===== src/rtl/acc_resp_pkg.sv =====
// acc_resp_pkg: shared types for the accelerator dispatch responder.
package acc_resp_pkg;
  localparam int unsigned XLEN = 64;
  localparam int unsigned TRANS_ID_W = 3;

  typedef struct packed {
    logic [31:0]           insn;
    logic [XLEN-1:0]       rs1;
    logic [XLEN-1:0]       rs2;
    logic [TRANS_ID_W-1:0] trans_id;
  } acc_req_t;

  typedef struct packed {
    logic [XLEN-1:0]       result;
    logic [TRANS_ID_W-1:0] trans_id;
    logic                  error;
  } acc_resp_t;

  typedef enum logic {RUN, DRAIN} state_t;
endpackage


===== src/rtl/fifo_v3.sv =====
// fifo_v3: ring-buffer FIFO with optional fall-through and synchronous active-low reset.
module fifo_v3 #(
  parameter bit          FALL_THROUGH = 1'b0,
  parameter int unsigned DATA_WIDTH   = 32,
  parameter int unsigned DEPTH        = 8,
  parameter type         dtype        = logic [DATA_WIDTH-1:0]
) (
  input  logic clk_i,
  input  logic rst_ni,
  input  logic flush_i,
  output logic full_o,
  output logic empty_o,
  input  dtype data_i,
  input  logic push_i,
  output dtype data_o,
  input  logic pop_i
);
  localparam int unsigned AW = (DEPTH > 1) ? $clog2(DEPTH) : 1;
  dtype          r_mem [DEPTH];
  logic [AW-1:0] r_rd;
  logic [AW-1:0] r_wr;
  logic [AW:0]   r_cnt;
  logic          w_ft;
  logic          w_wr;
  logic          w_rd;
  assign w_ft    = FALL_THROUGH && (r_cnt == '0) && push_i;
  assign full_o  = r_cnt == (AW+1)'(DEPTH);
  assign empty_o = (r_cnt == '0) && !w_ft;
  assign data_o  = w_ft ? data_i : r_mem[r_rd];
  assign w_rd    = pop_i && (r_cnt != '0);
  // A fall-through word popped in the same cycle never touches storage.
  assign w_wr    = push_i && (!full_o || w_rd) && !(w_ft && pop_i);
  always_ff @(posedge clk_i) begin
    if (!rst_ni) begin
      r_rd  <= '0;
      r_wr  <= '0;
      r_cnt <= '0;
      for (int i = 0; i < int'(DEPTH); i++) r_mem[i] <= '0;
    end else if (flush_i) begin
      r_rd  <= '0;
      r_wr  <= '0;
      r_cnt <= '0;
    end else begin
      if (w_wr) begin
        r_mem[r_wr] <= data_i;
        r_wr        <= r_wr + 1'b1;
      end
      if (w_rd) r_rd <= r_rd + 1'b1;
      r_cnt <= r_cnt + (AW+1)'(w_wr) - (AW+1)'(w_rd);
    end
  end
endmodule


===== src/rtl/acc_dispatch_responder.sv =====
// acc_dispatch_responder: accelerator end of the CVA6 dispatch interface; buffers, issues in order, answers in order.
// Define ACC_RESP_PERF_CNT_EN to add the perf_issued_o / perf_stall_o counters.
module acc_dispatch_responder
  import acc_resp_pkg::*;
#(
  parameter int unsigned REQ_DEPTH       = 4,
  parameter int unsigned MAX_OUTSTANDING = 8
) (
  input  logic                  clk_i,
  input  logic                  rst_ni,
  input  logic                  flush_i,
  input  logic                  req_valid_i,
  output logic                  req_ready_o,
  input  logic [31:0]           req_insn_i,
  input  logic [XLEN-1:0]       req_rs1_i,
  input  logic [XLEN-1:0]       req_rs2_i,
  input  logic [TRANS_ID_W-1:0] req_trans_id_i,
  output logic                  issue_valid_o,
  input  logic                  issue_ready_i,
  output logic [31:0]           issue_insn_o,
  output logic [XLEN-1:0]       issue_rs1_o,
  output logic [XLEN-1:0]       issue_rs2_o,
  input  logic                  result_valid_i,
  output logic                  result_ready_o,
  input  logic [XLEN-1:0]       result_data_i,
  input  logic                  result_error_i,
  output logic                  resp_valid_o,
  input  logic                  resp_ready_i,
  output logic [XLEN-1:0]       resp_result_o,
  output logic [TRANS_ID_W-1:0] resp_trans_id_o,
  output logic                  resp_error_o,
`ifdef ACC_RESP_PERF_CNT_EN
  output logic [31:0]           perf_issued_o,
  output logic [31:0]           perf_stall_o,
`endif
  output logic                  busy_o
);
  localparam int unsigned OW = $clog2(MAX_OUTSTANDING) + 1;
  localparam logic [OW-1:0] MAX_OUT = OW'(MAX_OUTSTANDING);

  acc_req_t              w_req_in;
  acc_req_t              w_req_head;
  acc_resp_t             r_resp;
  state_t                r_state;
  state_t                w_state_nxt;
  logic [OW-1:0]         r_outstanding;
  logic [OW-1:0]         w_out_nxt;
  logic [TRANS_ID_W-1:0] w_id_head;
  logic                  r_resp_valid;
  logic                  w_req_full;
  logic                  w_req_empty;
  logic                  w_id_full;
  logic                  w_id_empty;
  logic                  w_run;
  logic                  w_req_push;
  logic                  w_issue_fire;
  logic                  w_result_fire;
  logic                  w_id_pop;

  assign w_req_in = '{insn: req_insn_i, rs1: req_rs1_i, rs2: req_rs2_i, trans_id: req_trans_id_i};
  // A flush cycle already behaves like DRAIN so nothing new is accepted or issued.
  assign w_run          = (r_state == RUN) && !flush_i;
  assign req_ready_o    = rst_ni && w_run && !w_req_full;
  assign w_req_push     = req_valid_i && req_ready_o;
  assign issue_valid_o  = rst_ni && w_run && !w_req_empty && !w_id_full && (r_outstanding < MAX_OUT);
  assign w_issue_fire   = issue_valid_o && issue_ready_i;
  assign issue_insn_o   = w_req_head.insn;
  assign issue_rs1_o    = w_req_head.rs1;
  assign issue_rs2_o    = w_req_head.rs2;
  assign result_ready_o = rst_ni && (!w_run || !r_resp_valid || resp_ready_i);
  assign w_result_fire  = result_valid_i && result_ready_o;
  assign w_id_pop       = w_result_fire && !w_id_empty;
  assign w_out_nxt      = r_outstanding + OW'(w_issue_fire) - OW'(w_id_pop);
  assign w_state_nxt    = ((r_state == DRAIN || flush_i) && w_out_nxt != '0) ? DRAIN : RUN;

  assign resp_valid_o    = r_resp_valid;
  assign resp_result_o   = r_resp.result;
  assign resp_trans_id_o = r_resp.trans_id;
  assign resp_error_o    = r_resp.error;
  assign busy_o          = !w_req_empty || r_outstanding != '0 || r_resp_valid || r_state == DRAIN;

  fifo_v3 #(
    .FALL_THROUGH (1'b0),
    .DATA_WIDTH   ($bits(acc_req_t)),
    .DEPTH        (REQ_DEPTH),
    .dtype        (acc_req_t)
  ) u_req_fifo (
    .clk_i   (clk_i),
    .rst_ni  (rst_ni),
    .flush_i (flush_i),
    .full_o  (w_req_full),
    .empty_o (w_req_empty),
    .data_i  (w_req_in),
    .push_i  (w_req_push),
    .data_o  (w_req_head),
    .pop_i   (w_issue_fire)
  );

  // Issued IDs survive a flush: the backend still answers them and they must be drained.
  fifo_v3 #(
    .FALL_THROUGH (1'b0),
    .DATA_WIDTH   (TRANS_ID_W),
    .DEPTH        (MAX_OUTSTANDING)
  ) u_id_fifo (
    .clk_i   (clk_i),
    .rst_ni  (rst_ni),
    .flush_i (1'b0),
    .full_o  (w_id_full),
    .empty_o (w_id_empty),
    .data_i  (w_req_head.trans_id),
    .push_i  (w_issue_fire),
    .data_o  (w_id_head),
    .pop_i   (w_id_pop)
  );

  always_ff @(posedge clk_i) begin
    if (!rst_ni) begin
      r_state       <= RUN;
      r_outstanding <= '0;
      r_resp_valid  <= 1'b0;
      r_resp        <= '0;
    end else begin
      r_state       <= w_state_nxt;
      r_outstanding <= w_out_nxt;
      if (!w_run) begin
        r_resp_valid <= 1'b0;
        r_resp       <= '0;
      end else if (w_result_fire) begin
        r_resp_valid <= 1'b1;
        r_resp       <= '{result: result_data_i, trans_id: w_id_head, error: result_error_i};
      end else if (resp_ready_i) begin
        r_resp_valid <= 1'b0;
      end
    end
  end

  a_result_has_id: assert property (@(posedge clk_i) disable iff (!rst_ni) result_valid_i |-> !w_id_empty);

`ifdef ACC_RESP_PERF_CNT_EN
  logic [31:0] r_perf_issued;
  logic [31:0] r_perf_stall;
  always_ff @(posedge clk_i) begin
    if (!rst_ni) begin
      r_perf_issued <= '0;
      r_perf_stall  <= '0;
    end else begin
      r_perf_issued <= r_perf_issued + 32'(w_issue_fire);
      r_perf_stall  <= r_perf_stall + 32'(issue_valid_o && !issue_ready_i);
    end
  end
  assign perf_issued_o = r_perf_issued;
  assign perf_stall_o  = r_perf_stall;
`endif
endmodule


===== config.mk =====
export PLATFORM = sky130hd
export DESIGN_NAME = acc_dispatch_responder
export DESIGN_NICKNAME = d
export VERILOG_FILES = /design/src/rtl/acc_resp_pkg.sv /design/src/rtl/fifo_v3.sv /design/src/rtl/acc_dispatch_responder.sv
export SDC_FILE = /design/constraint.sdc
export NUM_CORES = 1
export LEC_CHECK = 0
export CORE_ASPECT_RATIO = 1.25
export CORE_MARGIN = 2
export CORE_UTILIZATION = 50
export CTS_CLUSTER_DIAMETER = 40
export DETAILED_ROUTE_END_ITERATION = 8
export HOLD_SLACK_MARGIN = 0.08
export PLACE_DENSITY = 0.71
export SYNTH_ARGS = -nofsm -noshare
export SYNTH_HDL_FRONTEND = slang
export SYNTH_SLANG_ARGS = --single-unit

===== constraint.sdc =====
create_clock -name clk_i -period 18.6 [get_ports clk_i]
set_input_delay 1.86 -clock clk_i [delete_from_list [all_inputs] [get_ports clk_i]]
set_output_delay 1.86 -clock clk_i [all_outputs]
set_load 0.005 [all_outputs]

---- Word level (Yosys, flattened, before mapping) ----
Memory sizes are Yosys's and may differ from the RTL's. A register that Yosys moved wholly into a read port is not among the register bits.
Index checks and enable logic that the tools add are counted.
cells by class
  bitwise logic cells ..................... 2
  reductions and logical operators ........ 43
  muxes and demuxes ....................... 19
  add/sub/neg operators ................... 10
  magnitude comparators ................... 1
  equal/unequal tests ..................... 2
operators by type and width
  operator             count
  $mux 163             1
  $reduce_or 163->1    1
  $logic_and 1x1->1    16
  $mux 1               13
  $reduce_bool 4->1    3
  $add 4x1->4          2
  $logic_not 1->1      8
  $logic_or 1x1->1     8
  $sub 4x1->4          2
  $add 3x1->3 const B  2
  $mux 2               3
  $mux 3               2
  $add 2x1->2 const B  2
  $eq 4x4->1 const B   1
  $logic_not 4->1      1
  $lt 4x4->1 const B   1
  $add 3x1->3          1
  $eq 3x3->1 const B   1
  $logic_not 3->1      1
  $reduce_bool 3->1    1
  $reduce_or 3->1      1
  $sub 3x1->3          1
  $not 1->1            2
  $reduce_and 2->1     1
  2 further kinds      2
storage, ports and cells
  memory bits (writable) .................. 676
  flip-flop bits (word level) ............. 88
  bits of input ports ..................... 235
  memories ................................ 2
  output and inout bits ................... 233
  word-level logic and storage cells ...... 90
memory list
  memory            words  width  read ports  clocked after memory_dff  write ports  line           source
  u_req_fifo.r_mem  4      163    1           1                         4            fifo_v3.sv:19  dtype r_mem [DEPTH];
  u_id_fifo.r_mem   8      3      1           1                         8            fifo_v3.sv:19

---- Logic depth before layout (Yosys ltp) ----
Gate-level depths: netlist of run 1.
  word-level depth ........................ 16
  mapped depth ............................ 13
  mapped depth without buffers ............ 12

---- Modules after synthesis ----
A second synthesis of run 1 with hierarchy kept.
unflattened totals
  cells, all modules ...................... 2161
  area total of the unflattened synthesis .. 33651.0 um^2
modules (own cells, without submodules)
  module                  seq. area each (um^2)  times used  cells an instance  area each (um^2)
  fifo_v3 at u_req_fifo   19759.0                1           1634               28372.2
  acc_dispatch_responder  1481.4                 1           365                3347.0
  fifo_v3 at u_id_fifo    980.9                  1           162                1931.9

---- Worst setup path after synthesis of run 1 ----
OpenSTA, ideal clock, no wires.
  kind .................................... input to register
  start point ............................. input flush_i
  end point ............................... memory u_req_fifo.r_mem[0][0] (netlist name), enable pin
  cell stages on the path ................. 6
  setup time .............................. 0.911 ns
  path buffers ............................ 2
  path slack .............................. 3.223 ns
  required time ........................... 17.689 ns
  arrival ................................. 14.466 ns
  path through ............................ or3b_1 -> buf_2 -> a21o_1 -> or3_1 -> buf_4 -> o21ai_0
RTL lines
  what             line                          source
  start, declared  acc_dispatch_responder.sv:11  input logic flush_i,
  end, declared    fifo_v3.sv:19

==> metrics.md, run 1 <==
| Metric | Value |
|---|---|
| Vias | 19870 |
| R2r worst-path depth | 8 |
| Hpwl dp | 47200 um |
| DRC | 0 |
| Gr ovfl total | 0 |
| Kind of critical path | reg2out |
| Largest net degree at the start of global routing | 165 |
| Postcts setup bufs | 0 |
| Leakage | 13.9 nW |
| Sw power | 970 uW |
| Root Buffer | clkbuf_16 |
| Final min period | 6400 ps |
| Initial cell density of the core | between 50% and 60% |
| Pre-CTS WS | about 12000 ps |
| Die Wd | 230 um |
| Highest clock rate | roughly 160 MHz |
| Final worst slack | around 12000 ps |
| Critical Path Source Type | flip-flop |
| Fill count | 4630 |
| Area growth syn-to-layout | 25.9% |
| First-pass GRT wire length | 120000 um |
| Avg Inst Size Synth | ~14 sq um |
| Register area share after synthesis | between 60 and 70% |
| PostCTS Resize Cnt | 0 |
| Req. time, crit path | 16740 ps |
| Hold-fix buffers at CTS | 0 |
| Crit end category | primary output |
| Class of the worst hold path | reg2reg |
| Via density | 5.46 |
| Antenna violations before repair | 2 |
| Setup TNS | 0 ps |
| NumNets Final | about 3000 |
| Share of cells above drive strength 1 | around an eighth |
| CTS tree | done |
| Pwr dens | 103 nW/um^2 |
| Final Cycle Share | 34.4% |
| Yosys reg bits | 769 |
| Hold Vio Cnt, Final | 0 |
| DRT Pass-1 Iters | 5 |
| Max transition margin | 19.4% |
| Cell Area, Synth | approximately 32000 sq um |
| GRT Total Usage | between 20 and 25% |
| Routed WL per cell | 21.9 um |
| Synth Warn # | 0 |
| Ys flop type | edfxtp_1 |
| Most frequent cells in the layout | edfxtp_1, nor2_1, clkdlybuf4s50_1 |
| Worst reg-to-reg setup slack | roughly 14000 ps |
| Critical path arrival | 4540 ps |
| Post-route ant nets | 0 |
| Clock Pin Slew Worst Setup and Hold Paths | 60 ps |
| Die ar. | 65600 sq um |
| Max-Cap Viols | 0 |
| R2R Path Start | r_state$_SDFF_PN0_ |
| Status | completed |
| Int Power | 3.16 mW |
| Syn Inst Count | about 2300 |
| Count of different cell masters after synthesis | 40 |
| Commonest non-fill, non-tap cell in the layout | edfxtp_1 |
| Comb pwr share | 9.8% |
| # IOs | 468 |
| Synth Net Count | approximately 2500 |
| Port-buffer cells | roughly 470 |
| Core area | 63000 sq um |
| Final GP Congestion | about 0.9 |
| Crit path max fanout | slightly above 50 |
| Worst-margin pin slew | 1210 ps |
| IR drop worst, VDD | roughly 0.072 mV |
| Post-synth EDFFs | 676 |
| Clk buf depth | 3 |
| Die Ht | 286 um |
| Hold Crit Start | resp_result_o[39]$_SDFFE_PP0P_ |
| Placement row count | 103 |
| Asr flop ratio synth | 0% |
| Final Slew Violations | 0 |
| DRT iter0 DRCs | 1631 |
| Vias in the first global route | 20391 |
| Hold depth | 2 |
| Hold Path End | resp_result_o[39]$_SDFFE_PP0P_ |
| Worst skew pair latency | 630 ps |
| Sw frac | 23.5% |
| Final setup vio count | 0 |
| Total Wirelength | around 80000 um |
| RSZ-0062 raised after global routing | false |
| Clk sink count | 769 |
| Clk pwr share | 41.5% |
| H-tree Lvls | 3 |
| Clock Skew | between 20 and 25 ps |
| CTS buffer count | 90 |
| Register share of total power | 48.8% |
| Worst flop-to-flop path endpoint | u_req_fifo.r_mem[1][46]$_SDFFCE_PN0P_ |
how the worst max path moves through the flow:
stage               from                                     to  slack [ps]
6_report       flip-flop                        issue_rs1_o[58]       12200
5_1_grt        flip-flop                        issue_rs1_o[58]       11750
4_1_cts        flip-flop                        issue_rs1_o[58]       11950
3_5_place_dp      rst_ni  u_req_fifo.r_mem[0][40]$_SDFFCE_PN0P_       12090
3_3_place_gp      rst_ni  u_req_fifo.r_mem[0][40]$_SDFFCE_PN0P_       12070
2_1_floorplan    flush_i   u_req_fifo.r_mem[0][0]$_SDFFCE_PN0P_        3220
metrics by stage:
step / area [sq um] / utilization (%) / hold WS, ps / power (mW) / cells
floorplan: 31800 / - / 453 / 2.28 / 2293
global placement: 37100 / 58.8 / 441 / 2.45 / 3470
detailed placement: 37100 / 58.8 / 445 / 2.46 / 3470
CTS: 40000 / 63.5 / 453 / 4.17 / 3640
global route: 40000 / 63.5 / 469 / 4.27 / 3641
finish: 40000 / 63.5 / 453 / 4.13 / 3642
cells in the mapped netlist, types with 2 or more instances:
master	number	area share, %
a211oi_1	3	0.071
a21o_1	3	0.071
a21oi_1	71	1.1
and2_1	21	0.41
buf_1	20	0.24
buf_2	31	0.49
buf_4	2	0.047
buf_6	17	0.60
clkbuf_1	87	1.0
dfxtp_1	93	5.9
edfxtp_1	676	64
fa_1	3	0.19
ha_1	15	0.59
inv_1	22	0.26
mux2_2	3	0.11
mux2i_1	9	0.28
mux4_2	166	12
nand2_1	307	3.6
nand2b_1	7	0.14
nand3_1	7	0.11
nand3b_1	3	0.071
nor2_1	676	8.0
nor2b_1	6	0.12
nor3b_1	7	0.17
nor4_1	3	0.059
o21a_1	3	0.071
o21ai_0	10	0.16
or3_1	2	0.039
xnor2_1	6	0.17
xor2_1	4	0.11
state kept, by name (all words and copies together) (netlist names), 3 cells and up, named ones only:
name	flops
u_id_fifo.r_cnt	4
resp_trans_id_o	3
u_id_fifo.r_rd	3
u_req_fifo.r_mem	652
u_req_fifo.r_cnt	3
u_id_fifo.r_wr	3
resp_result_o	64
u_id_fifo.r_mem	24
r_outstanding	4
power groups by stage:
stage / Clock, mW / Sequential [mW] / Combinational, mW
6_report: 1.71 / 2.02 / 0.403
5_1_grt: 1.81 / 2.02 / 0.436
4_1_cts: 1.75 / 2.02 / 0.409
3_5_place_dp: 0 / 2.05 / 0.407
3_3_place_gp: 0 / 2.04 / 0.403
2_1_floorplan: 0 / 2.07 / 0.205
layout make-up:
type                            count  area [sq um]  area share [%]
Multi-Input combinational cell   1344          8850            22.1
Inverter                           23          86.3           0.216
Antenna cell                        2          5.00          0.0125
Tap cell                          840          1050            2.63
Clock inverter                     57           527            1.32
Clock buffer                      113          2440            6.10
Sequential cell                   769         22200            55.4
Timing Repair Buffer              494          4900            12.2
kinds of logic (layout without fill, tap and decap cells):
logic type	count (synthesis)	count (layout)	synth area share, %
xor gates and xnor gates	10	10	0.275
adders and majority gates	18	18	0.779
DFF	769	769	69.7
other	0	2	0
and+or+nand+nor	1046	1046	12.9
AOI/OAI and AO/OA	92	92	1.54
muxes	178	178	12.1
buffers and inverters	180	687	2.67
critical path, stage by stage, from the launching register on:
cell	delay (ps)
dfxtp_4	1060
buf_4	680
buf_4	890
mux4_2	630
clkdlybuf4s50_1	530
layer usage:
layer  up-vias  track usage (%)  wire length [um]
met2       843             41.8             41500
met4         0             8.21              2250
li1       9040                -                 -
met3       119             4.17              5500
met5         -                0                 0
met1      9868             30.7             30500
Power figures use the tool's default switching activity.
==> run 2: changes to the inputs <==
==> constraint.sdc (replaced) <==
create_clock -name clk_i -period 6.4 [get_ports clk_i]
set_input_delay 0.64 -clock clk_i [delete_from_list [all_inputs] [get_ports clk_i]]
set_output_delay 0.64 -clock clk_i [all_outputs]
set_load 0.005 [all_outputs]
==> metrics.md, run 2 (synthesized netlist as in run 1, its figures left out) <==
| Metric | Value |
|---|---|
| Status | completed |
| Final worst slack | 2380 ps (-9820 ps) |
| Final Slew Violations | 0 (unchanged) |
| DRC | 0 (unchanged) |
| Die Ht | 286 um (unchanged) |
| Most frequent cells in the layout | edfxtp_1, nor2_1, clkdlybuf4s50_1 |
| Delay-heaviest family, CP | simple AND/OR/NAND/NOR gates |
| Die Wd | 230 um (unchanged) |
| Die ar. | 65600 sq um (unchanged) |
| Total Wirelength | 82900 um (+4.1%) |
| Hold Crit Start | resp_result_o[30]$_SDFFE_PP0P_ |
| Req. time, crit path | 6900 ps (-9840 ps) |
| Clock Skew | 17.7 ps (-4.19 ps) |
| Hold Path End | resp_result_o[30]$_SDFFE_PP0P_ |
| Crit-path max cell delay | 660 ps (-400 ps) |
| Fill count | 4660 (+0.65%) |
| Antenna violations before repair | 11 (+9) |
| Postcts setup bufs | 0 (unchanged) |
| IR drop worst, VDD | 0.252 mV (+250%) |
| NumNets Final | 2977 (+0.067%) |
| Crit end category | flip-flop |
| Clock Pin Slew Worst Setup and Hold Paths | 60 ps (about the same) |
| Placement row count | 103 (unchanged) |
| Highest clock rate | around 250 MHz |
| Slowest CP cell | or4_4 |
| Core area | 63000 sq um (unchanged) |
| R2R Path Start | r_state$_SDFF_PN0_ |
| Vias in the first global route | 20643 (+1.2%) |
| Share of cells above drive strength 1 | 12.7% (about the same) |
| Hold Vio Cnt, Final | 0 (unchanged) |
| Final Cycle Share | roughly 63% |
| Routed WL per cell | 22.8 um (+4.2%) |
| Worst skew pair latency | 630 ps (about the same) |
| Largest net degree at the start of global routing | 164 (-0.61%) |
| Pwr dens | 303 nW/um^2 (+190%) |
| PostCTS Resize Cnt | 0 (unchanged) |
| Max reg flops | 652 (unchanged) |
| Worst-margin pin slew | 1230 ps (+20.8 ps) |
| Clk buf depth | 3 (unchanged) |
| Area growth syn-to-layout | 26.6% |
| Final min period | 4020 ps |
| Gr ovfl total | 0 (unchanged) |
| Pre-CTS WS | 1760 ps (-10330 ps) |
| Post-route ant nets | 0 (unchanged) |
| Via density | 5.55 (+1.7%) |
| Final setup vio count | 0 (unchanged) |
| Commonest non-fill, non-tap cell in the layout | edfxtp_1 |
| CTS tree | done |
| Worst path cell trace | clkdlybuf4s50_1 -> buf_4 -> or3b_2 -> buf_4 -> or4_4 -> ha_1 -> inv_1 -> ha_1 -> inv_1 -> fa_1 -> xnor2_1 -> nor3b_1 -> a21oi_1 |
| Final GP Congestion | 0.873 (-2.6%) |
| Hpwl dp | 48300 um (+2.3%) |
| Worst reg-to-reg setup slack | 2970 ps (-11490 ps) |
| Crit path max fanout | 73 (+43%) |
| Kind of critical path | in2reg |
| Root Buffer | clkbuf_16 |
| Class of the worst hold path | reg2reg |
| Clk sink count | 769 (unchanged) |
| DRT iter0 DRCs | 1506 (-7.7%) |
| Port-buffer cells | 467 (unchanged) |
| R2r worst-path depth | 11 (+3) |
| Critical Path Source Type | primary input |
| RSZ-0062 raised after global routing | false |
| # IOs | 468 (unchanged) |
| Max transition margin | 18.0% (-1.4 points) |
| Leakage | 14.0 nW (+0.64%) |
| DRT Pass-1 Iters | 5 (unchanged) |
| Worst flop-to-flop path endpoint | r_state$_SDFF_PN0_ |
| Initial cell density of the core | 50.5% (unchanged) |
| Buf/Inv on CP | 5 (+2) |
| Vias | 20180 (+1.6%) |
| Critical path arrival | 4520 ps (-20 ps) |
| H-tree Lvls | 3 (unchanged) |
| Hold_ws | 452 ps (-0.408 ps) |
| Max-Cap Viols | 0 (unchanged) |
| Hold-fix buffers at CTS | 0 (unchanged) |
| Hold depth | 2 (unchanged) |
| CTS buffer count | 90 (unchanged) |
| First-pass GRT wire length | 124000 um (+3.4%) |
| GRT Total Usage | 24.9% (+0.84 points) |
| CP Depth | 13 (+9) |
| Top reg by flops | u_req_fifo.r_mem |
-- run 2: changes by cell type in the layout (fill, tap and decap cells not counted), sizes merged --
| cell | previous run | this run |
|---|---|---|
| clkinvlp | 8 | 6 |
| clkbuf | 113 | 103 |
| buf | 28 | 30 |
| diode | 2 | 6 |
| inv | 36 | 41 |
| bufinv | 3 | 8 |
| clkinv | 33 | 25 |
-- run 2: worst register-to-register path: cells and delay by family (launching register included) --
family | cells | cell delay, ps
flops | 1 | 340
xor+xnor | 1 | 160
buf+inv | 3 | 500
fa+ha+maj | 3 | 850
simple gates | 3 | 1360
compound gates | 1 | 90
-- run 2: how the worst max path moves through the flow --
stage                    from                              endpoint  slack (ps)
CTS                 flip-flop                       issue_rs2_o[28]        2270
finish                 rst_ni                    r_state$_SDFF_PN0_        2380
global placement       rst_ni                    r_state$_SDFF_PN0_        1810
detailed placement     rst_ni                    r_state$_SDFF_PN0_        1760
global route        flip-flop                       issue_rs2_o[53]        2170
floorplan             flush_i  u_req_fifo.r_mem[2][0]$_SDFFCE_PN0P_         -90
-- run 2: power by group --
| group | total (mW) | switching, mW | internal, mW |
|---|---|---|---|
| registers | 5.86 | 0.0919 | 5.76 |
| clock network | 5.13 | 2.09 | 3.04 |
| logic | 1.20 | 0.650 | 0.548 |
-- run 2: through the flow --
| step | util [%] | cell area [sq um] | TNS [ps] | instances | power [mW] |
|---|---|---|---|---|---|
| 5_1_grt | 63.9 | 40200 | 0 | 3637 | 12.6 |
| 3_5_place_dp | 59.1 | 37200 | 0 | 3472 | 7.17 |
| 3_3_place_gp | 59.1 | 37200 | 0 | 3472 | 7.13 |
| 2_1_floorplan | - | 31800 | -23390 | 2293 | 6.55 |
| 4_1_cts | 63.8 | 40200 | 0 | 3632 | 12.3 |
| 6_report | 63.9 | 40200 | 0 | 3638 | 12.2 |
-- run 2: layer usage --
layer	GRT usage [%]	wire, um	vias to the layer above	part of all wire [%]
li1	-	-	9040	-
met1	31.2	31100	10131	38
met2	42.4	42500	851	51
met3	5.35	6460	148	7.8
met4	10.0	2720	10	3.3
met5	0	64	-	0.077
-- run 2: layout make-up --
| class | count | area (sq um) | area share, % |
|---|---|---|---|
| clock buffer | 103 | 2390 | 5.93 |
| timing repair buffer | 496 | 5070 | 12.6 |
| sequential | 769 | 22200 | 55.1 |
| tap | 840 | 1050 | 2.61 |
| multi-input combinational | 1344 | 8850 | 22.0 |
| antenna | 6 | 15.0 | 0.0373 |
| clock inverter | 57 | 614 | 1.53 |
| inverter | 23 | 86.3 | 0.215 |
